===== config.mk =====
export PLATFORM = sky130hd
export DESIGN_NAME = fetch_pc_unit_flat
export DESIGN_NICKNAME = d
export VERILOG_FILES = /design/src/rtl/fetch_pc_if.sv /design/src/rtl/fetch_pc_unit.sv /design/src/flat_wrapper.sv
export SDC_FILE = /design/constraint.sdc
export NUM_CORES = 1
export LEC_CHECK = 0
export ABC_AREA = 1
export CAP_MARGIN = 20
export CORE_AREA = 5 5 136 138
export DETAILED_ROUTE_END_ITERATION = 6
export DIE_AREA = 0 0 141 143
export MAX_ROUTING_LAYER = met4
export PLACE_DENSITY = 0.77
export SYNTH_ARGS = -nofsm -noshare
export SYNTH_HDL_FRONTEND = slang
export SYNTH_SLANG_ARGS = --single-unit

===== constraint.sdc =====
create_clock -name clk -period 2.1 [get_ports clk]
set_input_delay 0.21 -clock clk [delete_from_list [all_inputs] [get_ports clk]]
set_output_delay 0.21 -clock clk [all_outputs]
set_load 0.005 [all_outputs]

===== src/rtl/fetch_pc_if.sv =====
// Fetch PC unit bus: imem port, predictor feedback and IF/ID outputs.
// The fetch unit uses the master modport; the environment uses the slave side.
interface fetch_pc_if #(
   parameter int PERF_W = 32
);
   logic              stall;
   logic [31:0]       imem_rdata;
   logic              wrong;
   logic [31:0]       correct_pc;
   logic [31:0]       NPC4_f;
   logic              prediction;
   logic              jump;
   logic              branch;
   logic              hlt;
   logic [31:0]       imem_addr;
   logic [31:0]       instruction_pls;
   logic [31:0]       PC4;
   logic [31:0]       instr_d;
   logic [31:0]       pc4_d;
   logic              pred_taken_d;
   logic              valid_d;
   logic              halted;
   logic [PERF_W-1:0] perf_fetch;
   logic [PERF_W-1:0] perf_redirect;
   logic [PERF_W-1:0] perf_stall;

   modport master (
      input  stall, imem_rdata, wrong, correct_pc, NPC4_f,
      input  prediction, jump, branch, hlt,
      output imem_addr, instruction_pls, PC4,
      output instr_d, pc4_d, pred_taken_d, valid_d, halted,
      output perf_fetch, perf_redirect, perf_stall
   );

   modport slave (
      output stall, imem_rdata, wrong, correct_pc, NPC4_f,
      output prediction, jump, branch, hlt,
      input  imem_addr, instruction_pls, PC4,
      input  instr_d, pc4_d, pred_taken_d, valid_d, halted,
      input  perf_fetch, perf_redirect, perf_stall
   );
endinterface


===== src/rtl/fetch_pc_unit.sv =====
// Fetch stage: PC register, next-PC select, HLT FSM and IF/ID register.
// Optional counters enabled by defining FETCH_PERF_EN.
module fetch_pc_unit #(
   parameter logic [31:0] RESET_PC = 32'h0000_0000,
   parameter int          PERF_W   = 32
) (
   input logic        clk,
   input logic        reset,
   fetch_pc_if.master bus
);

   typedef enum logic {RUN, HALT} state_t;

   state_t      state_q;
   logic [31:0] pc_q;
   logic [31:0] instr_q;
   logic [31:0] pc4_q;
   logic        taken_q;
   logic        valid_q;
   logic [31:0] pc4;
   logic        take;

   assign pc4  = pc_q + 32'd4;
   assign take = bus.jump | (bus.branch & bus.prediction);

   assign bus.imem_addr       = pc_q;
   assign bus.instruction_pls = bus.imem_rdata;
   assign bus.PC4             = pc4;
   assign bus.instr_d         = instr_q;
   assign bus.pc4_d           = pc4_q;
   assign bus.pred_taken_d    = taken_q;
   assign bus.valid_d         = valid_q;
   assign bus.halted          = (state_q == HALT);

   // PC, FSM and IF/ID register: redirect > stall > halt > hlt > taken > seq
   always_ff @(posedge clk) begin
      if (reset) begin
         pc_q    <= RESET_PC;
         instr_q <= '0;
         pc4_q   <= '0;
         taken_q <= 1'b0;
         valid_q <= 1'b0;
         state_q <= RUN;
      end else if (bus.wrong) begin
         pc_q    <= bus.correct_pc;
         taken_q <= 1'b0;
         valid_q <= 1'b0;
         state_q <= RUN;
      end else if (bus.stall) begin
         pc_q    <= pc_q;
      end else if (state_q == HALT) begin
         taken_q <= 1'b0;
         valid_q <= 1'b0;
      end else begin
         instr_q <= bus.imem_rdata;
         pc4_q   <= pc4;
         valid_q <= 1'b1;
         if (bus.hlt) begin
            taken_q <= 1'b0;
            state_q <= HALT;
         end else if (take) begin
            pc_q    <= bus.NPC4_f;
            taken_q <= 1'b1;
         end else begin
            pc_q    <= pc4;
            taken_q <= 1'b0;
         end
      end
   end

`ifdef FETCH_PERF_EN
   localparam logic [PERF_W-1:0] ONE = {{(PERF_W-1){1'b0}}, 1'b1};

   logic [PERF_W-1:0] fetch_q;
   logic [PERF_W-1:0] redir_q;
   logic [PERF_W-1:0] stall_q;
   logic              capture;

   assign capture = ~bus.wrong & ~bus.stall & (state_q == RUN);

   assign bus.perf_fetch    = fetch_q;
   assign bus.perf_redirect = redir_q;
   assign bus.perf_stall    = stall_q;

   // Saturating event counters
   always_ff @(posedge clk) begin
      if (reset) begin
         fetch_q <= '0;
         redir_q <= '0;
         stall_q <= '0;
      end else begin
         if (capture && fetch_q != '1)
            fetch_q <= fetch_q + ONE;
         if (bus.wrong && redir_q != '1)
            redir_q <= redir_q + ONE;
         if (bus.stall && !bus.wrong && stall_q != '1)
            stall_q <= stall_q + ONE;
      end
   end
`else
   assign bus.perf_fetch    = {PERF_W{1'b0}};
   assign bus.perf_redirect = {PERF_W{1'b0}};
   assign bus.perf_stall    = {PERF_W{1'b0}};
`endif

endmodule

===== src/flat_wrapper.sv =====
// flat-port wrapper written by rule: the top's interface ports become plain ports
module fetch_pc_unit_flat 
#(
   parameter logic [31:0] RESET_PC = 32'h0000_0000,
   parameter int          PERF_W   = 32
)
  (clk, reset, bus_stall, bus_imem_rdata, bus_wrong, bus_correct_pc, bus_NPC4_f, bus_prediction, bus_jump, bus_branch, bus_hlt, bus_imem_addr, bus_instruction_pls, bus_PC4, bus_instr_d, bus_pc4_d, bus_pred_taken_d, bus_valid_d, bus_halted, bus_perf_fetch, bus_perf_redirect, bus_perf_stall);
  fetch_pc_if #(.PERF_W(PERF_W)) bus_i ();
  input logic clk;
  input logic reset;
  input wire logic [$bits(bus_i.stall)-1:0] bus_stall;
  input wire logic [$bits(bus_i.imem_rdata)-1:0] bus_imem_rdata;
  input wire logic [$bits(bus_i.wrong)-1:0] bus_wrong;
  input wire logic [$bits(bus_i.correct_pc)-1:0] bus_correct_pc;
  input wire logic [$bits(bus_i.NPC4_f)-1:0] bus_NPC4_f;
  input wire logic [$bits(bus_i.prediction)-1:0] bus_prediction;
  input wire logic [$bits(bus_i.jump)-1:0] bus_jump;
  input wire logic [$bits(bus_i.branch)-1:0] bus_branch;
  input wire logic [$bits(bus_i.hlt)-1:0] bus_hlt;
  output wire logic [$bits(bus_i.imem_addr)-1:0] bus_imem_addr;
  output wire logic [$bits(bus_i.instruction_pls)-1:0] bus_instruction_pls;
  output wire logic [$bits(bus_i.PC4)-1:0] bus_PC4;
  output wire logic [$bits(bus_i.instr_d)-1:0] bus_instr_d;
  output wire logic [$bits(bus_i.pc4_d)-1:0] bus_pc4_d;
  output wire logic [$bits(bus_i.pred_taken_d)-1:0] bus_pred_taken_d;
  output wire logic [$bits(bus_i.valid_d)-1:0] bus_valid_d;
  output wire logic [$bits(bus_i.halted)-1:0] bus_halted;
  output wire logic [$bits(bus_i.perf_fetch)-1:0] bus_perf_fetch;
  output wire logic [$bits(bus_i.perf_redirect)-1:0] bus_perf_redirect;
  output wire logic [$bits(bus_i.perf_stall)-1:0] bus_perf_stall;
  assign bus_i.stall = bus_stall;
  assign bus_i.imem_rdata = bus_imem_rdata;
  assign bus_i.wrong = bus_wrong;
  assign bus_i.correct_pc = bus_correct_pc;
  assign bus_i.NPC4_f = bus_NPC4_f;
  assign bus_i.prediction = bus_prediction;
  assign bus_i.jump = bus_jump;
  assign bus_i.branch = bus_branch;
  assign bus_i.hlt = bus_hlt;
  assign bus_imem_addr = bus_i.imem_addr;
  assign bus_instruction_pls = bus_i.instruction_pls;
  assign bus_PC4 = bus_i.PC4;
  assign bus_instr_d = bus_i.instr_d;
  assign bus_pc4_d = bus_i.pc4_d;
  assign bus_pred_taken_d = bus_i.pred_taken_d;
  assign bus_valid_d = bus_i.valid_d;
  assign bus_halted = bus_i.halted;
  assign bus_perf_fetch = bus_i.perf_fetch;
  assign bus_perf_redirect = bus_i.perf_redirect;
  assign bus_perf_stall = bus_i.perf_stall;
  fetch_pc_unit #(.RESET_PC(RESET_PC), .PERF_W(PERF_W)) u_core (.clk(clk), .reset(reset), .bus(bus_i));
endmodule

==> results of run 1 <==
routing by layer:
layer | GRT usage | vias up | routed length (um)
met1 | 0.2631 | 3009 | 9339
met2 | 0.4093 | 334 | 12760
met4 | 0.07904 | 0 | 580
met3 | 0.05660 | 40 | 1957
met5 | - | - | 0
li1 | - | 3144 | -
kinds of logic after synthesis:
logic type	Yosys count	share of synthesized area
buffers and inverters	233	0.2380
adders and majority gates	1	0.002077
DFF	99	0.3290
AOI/OAI and AO/OA	159	0.1375
and+or+nand+nor	387	0.2725
xor gates and xnor gates	14	0.02035
other	1	0.0006225
timing repair:
action / 4_1_cts / 5_1_grt
endpoints found under the hold margin: 0 / 0
pin swaps: 28 / 25
cloned: 0 / 0
setup buffers: 24 / 17
gates resized for setup: 97 / 68
endpoints found under the setup margin: 27 / 22
cells in the mapped netlist:
library cell,instances,share of area
clkinv_1,1,0.00062
a31oi_1,2,0.0021
clkbuf_1,22,0.014
conb_1,1,0.00062
ha_1,1,0.0021
nand2_2,11,0.011
buf_4,131,0.16
nor2_2,5,0.0052
a21oi_1,65,0.054
nor2_4,9,0.017
inv_2,3,0.0019
xnor2_1,11,0.016
buf_6,2,0.0037
clkbuf_8,3,0.0069
nor2_1,174,0.11
o21ai_0,80,0.066
dlymetal6s2s_1,1,0.0021
buf_1,1,0.00062
nand3_1,15,0.012
dfxtp_1,99,0.33
nand2_4,2,0.0037
nand3b_1,8,0.010
o211ai_1,12,0.015
xor2_1,3,0.0044
buf_2,11,0.0091
or2_2,7,0.0073
inv_1,58,0.036
nand2_1,156,0.097
through the flow:
| step | utilization | setup WS [ns] | TNS [ns] | power, mW |
|---|---|---|---|---|
| 6_report | 0.5508 | -0.1086 | -0.6732 | 5.279 |
| 5_1_grt | 0.5508 | -0.1937 | -2.249 | 5.546 |
| 4_1_cts | 0.5360 | -0.2040 | -1.085 | 5.306 |
| 3_5_place_dp | 0.4994 | 0.02368 | 0 | 3.564 |
| 3_3_place_gp | 0.4994 | 0.05624 | 0 | 3.552 |
| 2_1_floorplan | - | 0.5388 | 0 | 2.826 |
final timing paths:
kind              slack, ns                                     to                                  from
setup reg to reg       0.13  u_core.bus.imem_addr[23]$_SDFFE_PP0P_  u_core.bus.imem_addr[2]$_SDFFE_PP0P_
hold / removal         0.44   u_core.bus.imem_addr[1]$_SDFFE_PP0P_                     bus_correct_pc[1]
setup / recovery      -0.11                            bus_PC4[20]  u_core.bus.imem_addr[2]$_SDFFE_PP0P_
hold reg to reg        0.47        u_core.bus.valid_d$_SDFFE_PP0N_       u_core.bus.valid_d$_SDFFE_PP0N_
final cells by class:
type                       instances  area, um^2
antenna                            1       2.502
clock buffer                      10       239.0
fill                            1594        7661
tap                              225       281.5
multi-input combinational        657        3198
inverter                          62       235.2
timing repair buffer             350        3377
clock inverter                     6       53.80
sequential                        99        2008
flip-flops by register name, indices dropped and copies added (netlist names):
name	cells
u_core.bus.halted	1
u_core.bus.pred_taken_d	1
u_core.bus.imem_addr	32
u_core.bus.instr_d	32
u_core.bus.pc4_d	32
u_core.bus.valid_d	1
power breakdown:
part	internal [mW]	leakage (nW)	switching, mW
logic	0.780	3.32	0.671
registers	2.02	0.823	0.117
clock network	0.862	0.142	0.830
worst max-delay path, stage by stage (launching register included):
cell and delay [ns]:
dfxtp_4 0.37, buf_12 0.10, ha_4 0.14, nand2_4 0.06
nor2_4 0.10, buf_6 0.12, nand2_8 0.06, nor2_4 0.16
buf_6 0.13, nand3b_1 0.11, nand2_2 0.14, buf_2 0.13
==> results.yml, run 1 <==
final_layout:
  final_cell_mix: "clkdlybuf4s50_1, nor2_1, nand2_1, conb_1, dfxtp_1"
  drive_gt1_frac: 0.1715
  layout-area-overhead-vs-synth_pct: 55.95
  design_area_mm2: 0.009395
  final_nets: 1284
  final_common_cell: "clkdlybuf4s50_1"
  layout.cells.non_filler: 1410
clock_tree:
  cts_tree: "done"
  clkSlewWorstSetupHoldPaths_ns: 0.08
  cts-root-buf: "clkbuf_16"
  numClockSinks: 99
  clock_latency_ns: 0.35
  cts.htree.levels: 3
  cts_inserted_buffers: 9
  holdBufCountCts: 0
  cts_max_path_buffers: 2
sta:
  hold_slack_ns: 0.4429
  skew_ns: 0.009628
  fin_crit_sh: 1.052
  drv_slew: 0
  fmaxAchievable_mhz: 452.8
  setup_ws_ns: -0.1086
  fin_crit_ns: 2.209
  setup_viol_count_final: 13
  hold_viol: 0
  rsz0062_at_grt: "true"
placement:
  port_buffers: 266
  hpwl_mm: 18.14
  routabilityCongestion: 0.9658
  place_area_mm2: 0.008518
  dpl.cell_count: 1355
status:
  failed_checks: "negative setup slack"
  status: "finished with violations"
synth:
  avgSynthCellArea_um2: 6.739
  ys_ff_latch: 99
  mappedNetlistArea_mm2: 0.006025
  ys_types: 28
  synthCells: 894
  synth_warnings: 0
  yosysSeqAreaShare: 0.3290
worst_setup_path:
  path_class: "reg -> out"
  required_ns: 1.89
  end_kind: "primary output"
  worst_setup_path_start_kind: "flip-flop"
  crit_fanout: 4
  r2r_cells: 16
  arrival_ns: 2.00
drt:
  dr.pass1.iters: 7
  wl_per_cell_um: 17.47
  drtIter0Drc: 301
  vias_per_cell: 4.629
  vias: 6527
  drtAntennaViolNets: 0
  wirelength_mm: 24.63
  drc_errors: 0
grt:
  grt_max_degree: 50
  grt_pass1_vias: 6179
  track_usage: 0.2343
  grt_pass1_wl_mm: 35.06
  antenna_found_initial: 1
  grt_overflow: 0
floorplanning:
  die_area_mm2: 0.02016
  core_area_mm2: 0.01706
  fp-row-count: 48
  top_level_ports: 363
  die_x_um: 141
  die_y_um: 143
  initial_core_util: 0.3532
pwr:
  power_leakage_nw: 4.288
  ir_drop_mv: 0.3660
  powerDensity_mw_per_mm2: 561.8
worst_hold_path:
  min_path_cells: 3
  hp-class: "in -> reg"
flow_run:
  cap_violations: 0
Note: power is estimated with default switching activity, not from simulation.
==> run 2: changes to the inputs <==
--- a/config.mk
+++ b/config.mk
@@ -13,4 +13,5 @@
 export MAX_ROUTING_LAYER = met4
 export PLACE_DENSITY = 0.77
+export SKIP_LAST_GASP = 1
 export SYNTH_ARGS = -nofsm -noshare
 export SYNTH_HDL_FRONTEND = slang
==> constraint.sdc (replaced) <==
create_clock -name clk -period 2.1 [get_ports clk]
set_input_delay 0.42 -clock clk [delete_from_list [all_inputs] [get_ports clk]]
set_output_delay 0.42 -clock clk [all_outputs]
set_load 0.005 [all_outputs]
==> run 2 against run 1 <==
Effect of this change:
- the flow still finishes with violations (negative setup slack)
- utilization up 1.8 points
- sequential share of layout area down 0.79 points
- maximum frequency shrank 1.9%
- critical path type unchanged
==> results.yml, run 2 (synthesized netlist as in run 1, its figures left out) <==
worst_setup_path:
  arrival_ns: 1.83
  timing.critical_path.from: "u_core.bus.imem_addr[2]$_SDFFE_PP0P_"
  crit_fanout: 5
  reg2reg_to: "u_core.bus.imem_addr[22]$_SDFFE_PP0P_"
  timing.critical_path.to: "bus_PC4[18]"
  end_kind: "primary output"
  slowest_delay_ns: 0.37
  critical_path.slowest_cell: "dfxtp_4"
  crit_family: "simple AND/OR/NAND/NOR gates"
  worst_setup_path_start_kind: "flip-flop"
  reg2reg_from: "u_core.bus.imem_addr[2]$_SDFFE_PP0P_"
  r2r_cells: 16
  cp_cell_sequence: "ha_4, nand2_4, nor2_4, nand2_4, nor2_4, buf_12, xnor2_4, inv_2, buf_6"
  path_class: "reg -> out"
  worstSetupPathDepth: 9
  required_ns: 1.68
  r2r_slack_ns: 0.05
  crit_buf_inv: 3
drt:
  dr.pass1.iters: 4
  vias: 6629
  vias_per_cell: 4.607
  drtAntennaViolNets: 0
  wl_per_cell_um: 17.39
  drc_errors: 0
  drtIter0Drc: 296
  wirelength_mm: 25.02
grt:
  grt_pass1_vias: 6637
  antenna_found_initial: 0
  grt_overflow: 0
  grt_max_degree: 52
  track_usage: 0.2393
  grt_pass1_wl_mm: 35.99
final_layout:
  nFillCells: 1591
  drive_gt1_frac: 0.2150
  final_common_cell: "clkdlybuf4s50_1"
  design_area_mm2: 0.009699
  multi_input_area_mm2: 0.003322
  seqCellArea_mm2: 0.001997
  layout-area-overhead-vs-synth_pct: 61.00
  final_cell_mix: "clkdlybuf4s50_1, nor2_1, nand2_1, conb_1"
  antenna_cells: 0
  final_nets: 1314
  post-route-util: 0.5687
sta:
  hold_viol: 0
  setup_viol_count_final: 22
  drv_slew: 0
  rsz0062_at_grt: "true"
  skew_ns: 0.008924
  setup_ws_ns: -0.1521
  fin_crit_ns: 2.252
  fin_crit_sh: 1.072
  fmaxAchievable_mhz: 444.0
floorplanning:
  core_area_mm2: 0.01706
  die_area_mm2: 0.02016
  top_level_ports: 363
  die_y_um: 143
  fp-row-count: 48
  initial_core_util: 0.3532
  die_x_um: 141
placement:
  pre_cts_ws_ns: -0.1981
  place_area_mm2: 0.008751
  routabilityCongestion: 0.8740
  hpwl_mm: 18.48
  port_buffers: 266
pwr:
  ir_drop_mv: 0.3777
  power_leakage_nw: 4.383
  powerDensity_mw_per_mm2: 553.6
clock_tree:
  numClockSinks: 99
  clock_latency_ns: 0.35
  cts_inserted_buffers: 9
  clkSlewWorstSetupHoldPaths_ns: 0.08
  cts_max_path_buffers: 2
  cts.htree.levels: 3
  cts_tree: "done"
  cts-root-buf: "clkbuf_16"
worst_hold_path:
  worstHoldStart: "u_core.bus.valid_d$_SDFFE_PP0N_"
  min_path_cells: 2
  hp-class: "reg -> reg"
status:
  status: "finished with violations"
  failed_checks: "negative setup slack"
flow_run:
  cap_violations: 0
==> run 2: worst min path at each step <==
stage                                   endpoint  slack (ns)
2_1_floorplan    u_core.bus.valid_d$_SDFFE_PP0N_        0.46
3_3_place_gp     u_core.bus.valid_d$_SDFFE_PP0N_        0.45
3_5_place_dp   u_core.bus.pc4_d[18]$_SDFFE_PP0P_        0.48
4_1_cts          u_core.bus.valid_d$_SDFFE_PP0N_        0.49
5_1_grt          u_core.bus.valid_d$_SDFFE_PP0N_        0.52
6_report         u_core.bus.valid_d$_SDFFE_PP0N_        0.49
==> run 2: where the power goes <==
group | leakage, nW | internal, mW | switching (mW)
clock | 0.139 | 0.862 | 0.843
sequential | 0.820 | 2.02 | 0.101
combinational | 3.42 | 0.839 | 0.707
==> run 2: final cells by class <==
cell class / count / area share
clock buffer: 10 / 0.02464
clock inverter: 6 / 0.005676
inverter: 62 / 0.02425
multi-input combinational: 657 / 0.3425
sequential: 99 / 0.2059
tap: 225 / 0.02902
timing repair buffer: 380 / 0.3680
==> run 2: tightest hold or removal path, stage by stage, from the launching register on <==
cell	delay [ns]
dfxtp_1	0.32
nand2_1	0.07
a21oi_1	0.06
==> run 2: per-layer routing <==
layer	up-vias	part of all wire	wire [um]	global-route usage
met5	-	0	0	-
met1	3070	0.37	9346	0.2569
met4	0	0.033	815	0.08822
li1	3204	-	-	-
met3	48	0.077	1935	0.05961
met2	307	0.52	12920	0.4277
==> run 2: metrics by stage <==
step	cells	power [mW]	hold slack [ns]	TNS (ns)
final	1439	5.370	0.4931	-1.790
after detailed placement	1386	3.607	0.4813	-2.168
after global placement	1386	3.594	0.4523	-1.319
after global routing	1439	5.631	0.5222	-3.808
after floorplan	989	2.826	0.4588	0
after CTS	1431	5.356	0.4944	-2.381
==> run 2: repair_timing <==
| item | CTS | global route |
|---|---|---|
| pin swaps | 42 | 38 |
| buffers inserted | 29 | 9 |
| resized for setup | 164 | 55 |
| setup endpoints to repair | 28 | 27 |
| hold buffers | 0 | 0 |
| gates cloned | 0 | 0 |
==> RTL edit, RTL diff (flow settings as in run 1) <==
`PERF_W` is set to 32 in 3 places; all go to 40.
--- a/src/rtl/fetch_pc_if.sv
+++ b/src/rtl/fetch_pc_if.sv
@@ -3,3 +3,3 @@
 interface fetch_pc_if #(
-   parameter int PERF_W = 32
+   parameter int PERF_W = 40
 );
--- a/src/rtl/fetch_pc_unit.sv
+++ b/src/rtl/fetch_pc_unit.sv
@@ -4,3 +4,3 @@
    parameter logic [31:0] RESET_PC = 32'h0000_0000,
-   parameter int          PERF_W   = 32
+   parameter int          PERF_W   = 40
 ) (
--- a/src/flat_wrapper.sv
+++ b/src/flat_wrapper.sv
@@ -4,3 +4,3 @@
    parameter logic [31:0] RESET_PC = 32'h0000_0000,
-   parameter int          PERF_W   = 32
+   parameter int          PERF_W   = 40
 )
Interface: changed (resized bus_perf_fetch, bus_perf_redirect and bus_perf_stall); port bits go from 363 to 387. The function was not compared with the original's and may differ.
==> RTL edit against run 1 <==
- the flow finishes with violations (design-rule violations, negative setup slack)
- sequential cell count stayed put
- power is 2.2% higher
- clock skew is 2.2 ps higher
- design area is 2.0% higher
- global-route usage is 0.050 points higher
- worst setup slack better by 5.8 ps
- wire length is 1.2% higher
- first-iteration DRC count is 31% higher
- area after synthesis is 3.0% higher
- highest routed layer unchanged
==> RTL edit: results (changes against run 1) <==
- Non-Filler Instances: 1,436 (+1.8%)
- Largest cells by area after synthesis: dfxtp_1 (32%), buf_4 (19%), nor2_1 (11%)
- Total track usage: 0.235 (+0.000503)
- Avg WL per Cell: 17.4 um (-0.61%)
- Final worst slack: -103 ps (+5.78 ps)
- DRC: 5 (+5)
- Final Setup Violations: 5 (-8)
- Worst r2r path cells: 16 (unchanged)
- Post-DP HPWL: 18.6 mm (+2.4%)
- # resized after CTS: 96 (-1.0%)
- Maximum clock path buffer count: 2 (unchanged)
- Clock slew at reported path FFs: ~70 ps
- Synth warnings: 0 (unchanged)
- H-tree levels: 3 (unchanged)
- Layout Skew: 11.8 ps (+2.16 ps)
- Post-place setup slack: 32.2 ps (+8.49 ps)
- Vias in the first global route: 6,295 (+1.9%)
- Routability cong.: 0.889 (-8.0%)
- Crit Reg-Reg Endpoint: u_core.bus.imem_addr[22]
- Distinct cells, synth: 28 (unchanged)
- Initial antenna violation count: 1 (unchanged)
- 1st-pass router iterations: 7 (unchanged)
- DR vias/cell: 4.62 (-0.19%)
- Worst-Skew Late Latency: roughly 360 ps
- Number of DRC markers in iteration 0: 395 (+31%)
- Reg2reg setup slack: 110 ps (-20 ps)
- Sequential fraction of the synthesis area: 0.319 (-0.00955)
- # Post-CTS Setup Buffers: 29 (+21%)
- Fraction of layout cells with a size suffix above 1: 0.174 (+0.00210)
- CP Max Fanout: 2 (-2)
- Hold Crit Class: primary input to flip-flop
- Avg Inst Size Synth: 6.76 um^2 (+0.30%)
- Maximum vdd drop: 369 uV (+0.79%)
- CP max stage delay: 590 ps (+220 ps)
- Outcome: finished, violations left
- TritonCTS buffer count: 9 (unchanged)
- Worst endpoint data arrival time: 1990 ps
- Worst setup endpoint: bus_PC4[4]
- Commonest cells in the synthesized netlist: nor2_1 (174), nand2_1 (156), buf_4 (155)
- Violated checks: design-rule violations, negative setup slack
- Crit. Startpoint: u_core.bus.imem_addr[3]
- Number of port buffers: 266 (unchanged)
- Setup TNS: -182 ps (+492 ps)
- Worst path slowest cell: clkdlybuf4s50_1
- Largest net degree at the start of global routing: 62 (+24%)
- CP top delay family: buffers and inverters
- Top_reg_cell synth: dfxtp_1
- Leak Pwr: 4.34 nW (+1.3%)
- Net count, final: 1,310 (+2.0%)
- First-pass GRT wire length: 35.4 mm (+1.0%)
- Cell Area, Placed: 8630 um^2 (+1.3%)
- Async SR Flop Fraction: 0 (unchanged)
- CTS root buffer: clkbuf_16
[RTL edit: cell types whose count changed after synthesis]
| cell | before | now |
|---|---|---|
| buf_4 | 131 | 155 |
[RTL edit: power breakdown]
part / total (mW) / switching (mW) / internal (mW) / leakage, nW
registers: 2.13 / 0.113 / 2.02 / 0.824
clock network: 1.79 / 0.840 / 0.949 / 0.150
logic: 1.48 / 0.689 / 0.787 / 3.37
[RTL edit: worst min-delay path by stage]
stage	start	to	slack, ps	depth (start not counted)
floorplan	bus_imem_rdata[0]	u_core.bus.instr_d[0]	340	2
global placement	u_core.bus.valid_d	u_core.bus.valid_d	460	2
detailed placement	u_core.bus.pc4_d[11]	u_core.bus.pc4_d[11]	480	2
CTS	bus_wrong	u_core.bus.imem_addr[1]	400	4
global route	bus_wrong	u_core.bus.imem_addr[1]	410	4
finish	bus_wrong	u_core.bus.pc4_d[2]	410	4
[RTL edit: area by class of cell]
type,count,area [um^2]
Clock buffer,9,225
Timing Repair Buffer,352,3400
Multi-Input combinational cell,681,3330
Clock inverter,7,82.6
Inverter,62,235
Antenna cell,1,2.50
Sequential cell,99,2020
Tap cell,225,282
Fill cell,1561,7470
[RTL edit: cells by family after synthesis]
kind of cell / count (synthesis) / synth area share
and+or+nand+nor: 387 / 0.265
DFF: 99 / 0.319
AOI/OAI and AO/OA: 159 / 0.133
xor gates and xnor gates: 14 / 0.0198
other: 1 / 0.000604
buffers and inverters: 257 / 0.260
adders and majority gates: 1 / 0.00202
[RTL edit: layer usage]
layer  wire [um]  GRT usage  vias up
met1        9680      0.269     3078
li1            -          -     3183
met5           0          -        -
met3        2000     0.0606       47
met2       12600      0.402      327
met4         616     0.0755        0
